**config.mk**
```make
export PLATFORM = sky130hd
export DESIGN_NAME = addn_seq
export DESIGN_NICKNAME = d
export VERILOG_FILES = /design/src/rtl/add_pkg.sv /design/src/rtl/addn_seq.sv
export SDC_FILE = /design/constraint.sdc
export NUM_CORES = 1
export LEC_CHECK = 0
export BUFFER_PORTS_ARGS = -buffer_cell sky130_fd_sc_hd__buf_4
export CAP_MARGIN = 20
export CORE_MARGIN = 3
export CORE_UTILIZATION = 30
export CTS_CLUSTER_SIZE = 10
export DETAILED_ROUTE_END_ITERATION = 8
export GPL_TIMING_DRIVEN = 0
export PLACE_DENSITY = 0.49
export SLEW_MARGIN = 30
export SYNTH_ARGS = -nofsm -noshare
export SYNTH_HDL_FRONTEND = slang
export SYNTH_SLANG_ARGS = --single-unit
export TNS_END_PERCENT = 10
```
**constraint.sdc**
```tcl
create_clock -name clk -period 2.6 [get_ports clk]
set_input_delay 0.52 -clock clk [delete_from_list [all_inputs] [get_ports clk]]
set_output_delay 0.52 -clock clk [all_outputs]
set_load 0.02 [all_outputs]
```
**src/rtl/add_pkg.sv**
```systemverilog
// Shared types and widths for the multi-word addition sequencer and its 32-bit adder.
package add_pkg;

  localparam int WORD_W = 32;

  typedef enum logic [1:0] {
    IDLE  = 2'd0,
    RUN   = 2'd1,
    FLUSH = 2'd2,
    DONE  = 2'd3
  } seq_state_t;

  // Word index width; a single-word operand still needs a 1-bit index.
  function automatic int idx_width(input int words);
    return (words > 1) ? $clog2(words) : 1;
  endfunction

endpackage

```
**src/rtl/addn_seq.sv**
```systemverilog
// Sequences a WORDS x 32-bit add through add32_cla, LSW first; result valid WORDS+1 cycles after accept.
// One operation in flight; in_ready low while busy, result and carry held stable until out_ready.
module addn_seq
  import add_pkg::*;
#(
  parameter int WORDS = 4
) (
  input  logic                    clk,
  input  logic                    rst,
  input  logic                    in_valid,
  output logic                    in_ready,
  input  logic [WORD_W*WORDS-1:0] in_a,
  input  logic [WORD_W*WORDS-1:0] in_b,
  input  logic                    in_cin,
  output logic                    add_enable,
  output logic [WORD_W-1:0]       add_a,
  output logic [WORD_W-1:0]       add_b,
  output logic                    add_cin,
  input  logic [WORD_W-1:0]       add_sum,
  input  logic                    add_cout,
  output logic                    out_valid,
  input  logic                    out_ready,
  output logic [WORD_W*WORDS-1:0] out_sum,
  output logic                    out_cout
);

  localparam int IDX_W = idx_width(WORDS);
  localparam logic [IDX_W-1:0] LAST = IDX_W'(WORDS - 1);

  seq_state_t                     state;
  seq_state_t                     state_nxt;
  logic [IDX_W-1:0]               idx;
  logic [WORDS-1:0][WORD_W-1:0]   a_lat;
  logic [WORDS-1:0][WORD_W-1:0]   b_lat;
  logic                           cin_lat;
  logic [WORDS-1:0][WORD_W-1:0]   sum_q;
  logic                           cout_q;

  assign out_sum  = sum_q;
  assign out_cout = cout_q;

  always_comb begin
    state_nxt  = state;
    in_ready   = 1'b0;
    out_valid  = 1'b0;
    add_enable = 1'b0;
    add_a      = '0;
    add_b      = '0;
    add_cin    = 1'b0;
    unique case (state)
      IDLE: begin
        in_ready = 1'b1;
        if (in_valid) state_nxt = RUN;
      end
      RUN: begin
        add_enable = 1'b1;
        add_a      = a_lat[idx];
        add_b      = b_lat[idx];
        // The adder's registered carry already belongs to the previous word.
        add_cin    = (idx == '0) ? cin_lat : add_cout;
        if (idx == LAST) state_nxt = FLUSH;
      end
      FLUSH: state_nxt = DONE;
      DONE: begin
        out_valid = 1'b1;
        if (out_ready) state_nxt = IDLE;
      end
      default: state_nxt = IDLE;
    endcase
  end

  always_ff @(posedge clk) begin
    if (!rst) begin
      state   <= IDLE;
      idx     <= '0;
      a_lat   <= '0;
      b_lat   <= '0;
      cin_lat <= 1'b0;
      sum_q   <= '0;
      cout_q  <= 1'b0;
    end else begin
      state <= state_nxt;
      unique case (state)
        IDLE: begin
          if (in_valid) begin
            a_lat   <= in_a;
            b_lat   <= in_b;
            cin_lat <= in_cin;
            idx     <= '0;
          end
        end
        RUN: begin
          if (idx != '0) sum_q[idx - 1'b1] <= add_sum;
          if (idx != LAST) idx <= idx + 1'b1;
        end
        FLUSH: begin
          sum_q[LAST] <= add_sum;
          cout_q      <= add_cout;
        end
        default: ;
      endcase
    end
  end

endmodule

```
==> metrics.txt <==
Post-Syn Area roughly 17000 um2; post-synthesis cell count between 1500 and 2000; Worst-path clk slew about 0.060 ns; die width 243 um; worst r2r dst out_sum[58]; Std-Cell Rows 86; clk sink count 390; max-cap violation count 0; CP required 2.08 ns; clk_skew ~0.0089 ns; met3 WL around 4.4 mm; Worst Path Max Fanout 7; Initial Util approximately 30%; nets 2753; chip height around 240 um; Antenna Nets Post-Route 0; leakage between 9 and 10 nW; Area Growth Syn to Fin 41.0%; Hold Path Class input port to flip-flop; hold path depth 3; via count around 15000; RSZ-0062 raised after global routing yes; Tmin final 2.60 ns; Ys Warns 0; Worst setup SP type flip-flop; DP Wirelength 52.4 mm; Synth top area share 46.3%; Slew Limit Fails 0; top layer in use met5; Avg Cell Area, Syn 8.92 um2; GRT overflow 0; Worst Hold End b_lat[104]; PortBufs a little under 500; top post-synthesis cells by count nand2_1, dfxtp_1, a21boi_0; Finished Layout Cells 3216; CTS tree done; vias in the first global route 15800; IO Count 491; # hold bufs at CTS 0; # DRC 0; register bit total from synthesis 390; H-tree Lvls 2; RR Startpoint idx[0]; critical setup path kind flip-flop to primary output; wl on met1 29.7 mm; Tot GR Track Use around 23%; PnR worst setup slack -0.00209 ns; Slew @ Worst Pin 0.716 ns; share of layout cells above drive strength 1 roughly a third; Total Power Consumption ~20 mW; WL met2 34.0 mm; count leader, synth nand2_1; synth unique cells 26; Core Area 55300 um2; CTS Buf Count 47; outcome complete, but fails checks; dpl cells 3127; Final Hold Fails 0; ys flop type dfxtp_1; failing checks negative setup slack; ranking of synthesized cells by area dfxtp_1, nand2_1, a21boi_0; wire length of the first global-routing pass 102 mm; Final period util 100%; f_max between 300 and 400 MHz; Slew HR 52.2%; DR WL/cell 21.7 um; Final GP Congestion 0.825; initial antenna violation count 11; PwrDens 825 nW/um2; final WL roughly 70 mm; DR vias/cell around 4.8; Setup crit end kind primary output; Clock Tree Root clkbuf_16; Worst Hold Launch in_b[104]; Worst R2R Path Depth 9; ys async rst share 0%; Max VDD drop 452 uV; R2R Setup Slk 0.18 ns; syn nets 2197; DR pass1 iterations 5; Setup-failing EPs final 1; Max Buffers Root-to-Sink 3; fin util 43.0%; post-synthesis sequential area ratio 46.3%; fin area 23800 um2; full die area 59100 um2; largest area contributor in the netlist dfxtp_1; worst skew pair latency 0.57 ns; initial DRC count roughly 760; Post-synth EDFFs 0; pin count of the biggest net entering global routing 12; Crit path arrival time 2.08 ns; Placed Area 21500 um2
-- per-stage QoR --
step                      setup WS (ns)  hold slack (ns)   TNS, ns
after floorplan                   0.458            0.440         0
after global placement           -0.571            0.443    -66.21
after detailed placement         -0.625            0.446    -70.54
after CTS                        -0.104            0.170     -2.19
after global routing            -0.0876            0.188     -2.23
final                          -0.00209            0.210  -0.00209
-- worst max-delay path: stages, from the launching register on --
cell       delay [ns]
dfxtp_4          0.35
buf_12           0.16
clkbuf_16        0.19
mux4_2           0.50
and2_4           0.17
buf_6            0.12
-- report_power, final --
part	internal, mW	total [mW]	switching (mW)	leakage, nW
Combinational	2.74	6.43	3.69	5.80
Clock	3.49	6.00	2.51	0.654
Sequential	6.77	7.19	0.427	3.18
-- sequential cells by signal, indices dropped and copies added (netlist names) --
| register | cells |
|---|---|
| idx | 2 |
| b_lat | 128 |
| state | 2 |
| out_sum | 128 |
| out_cout | 1 |
| cin_lat | 1 |
| a_lat | 128 |
-- cell families (layout without fill, tap and decap cells) --
family	after synthesis	after routing	share of synthesized area [%]
and+or+nand+nor	825	825	19.6
buffers and inverters	167	741	4.96
AOI/OAI and AO/OA	395	395	17.5
muxes	100	100	10.7
adders and majority gates	13	13	0.964
other	0	4	0
DFF	390	390	46.3
-- area by class of cell --
cell class | count | area (um2)
Fill cell | 5675 | 31500
Tap cell | 748 | 936
Multi-Input combinational cell | 1333 | 8390
Timing Repair Buffer | 509 | 4170
Sequential cell | 390 | 7820
Buffer | 157 | 1080
Clock inverter | 3 | 17.5
Antenna cell | 4 | 10.0
Clock buffer | 64 | 1320
Inverter | 8 | 36.3
-- metal layers --
metal | up-vias | track usage [%]
met5 | - | 0
met4 | 12 | 5.83
met3 | 97 | 5.34
met2 | 455 | 39.8
met1 | 7408 | 29.0
li1 | 7403 | -
-- how the worst max path moves through the flow --
stage / startpoint / depth (start not counted) / slack, ns / end
3_3_place_gp: state[1] / 7 / -0.57 / add_a[30]
6_report: idx[0] / 5 / -0.002 / add_b[23]
5_1_grt: idx[1] / 4 / -0.09 / add_a[0]
2_1_floorplan: idx[0] / 7 / 0.46 / add_cin
3_5_place_dp: state[1] / 7 / -0.62 / add_a[18]
4_1_cts: idx[0] / 6 / -0.10 / add_b[13]
-- repair_timing --
action	CTS	global route
gates resized for setup	190	15
setup endpoints to repair	192	82
setup buffers	10	5
pin swaps	36	6
gates cloned	4	1
endpoints found under the hold margin	0	0
-- cell usage in the layout, fill, tap and decap left out, types with 2 or more instances in the layout --
cell	netlist	layout
o21ai_0	2	2
buf_4	11	447
dfxtp_4	0	3
and2_1	66	8
nand3b_1	4	4
nor2b_1	3	3
a21boi_1	11	11
buf_16	0	3
ha_1	13	11
buf_1	2	2
buf_12	0	13
diode_2	0	4
a21boi_0	342	342
mux4_2	64	64
clkbuf_16	0	57
and3b_1	3	3
buf_6	15	74
and2_4	0	58
clkinv_2	0	2
ha_4	0	2
nand2b_1	2	2
nand2_1	744	744
buf_2	44	38
o211ai_1	33	33
clkbuf_8	0	5
mux2i_1	36	36
nor2_1	3	3
a21oi_1	3	3
inv_1	8	5
clkbuf_1	87	89
clkinvlp_4	0	2
dfxtp_1	390	386
Note: power is estimated with default switching activity, not from simulation.
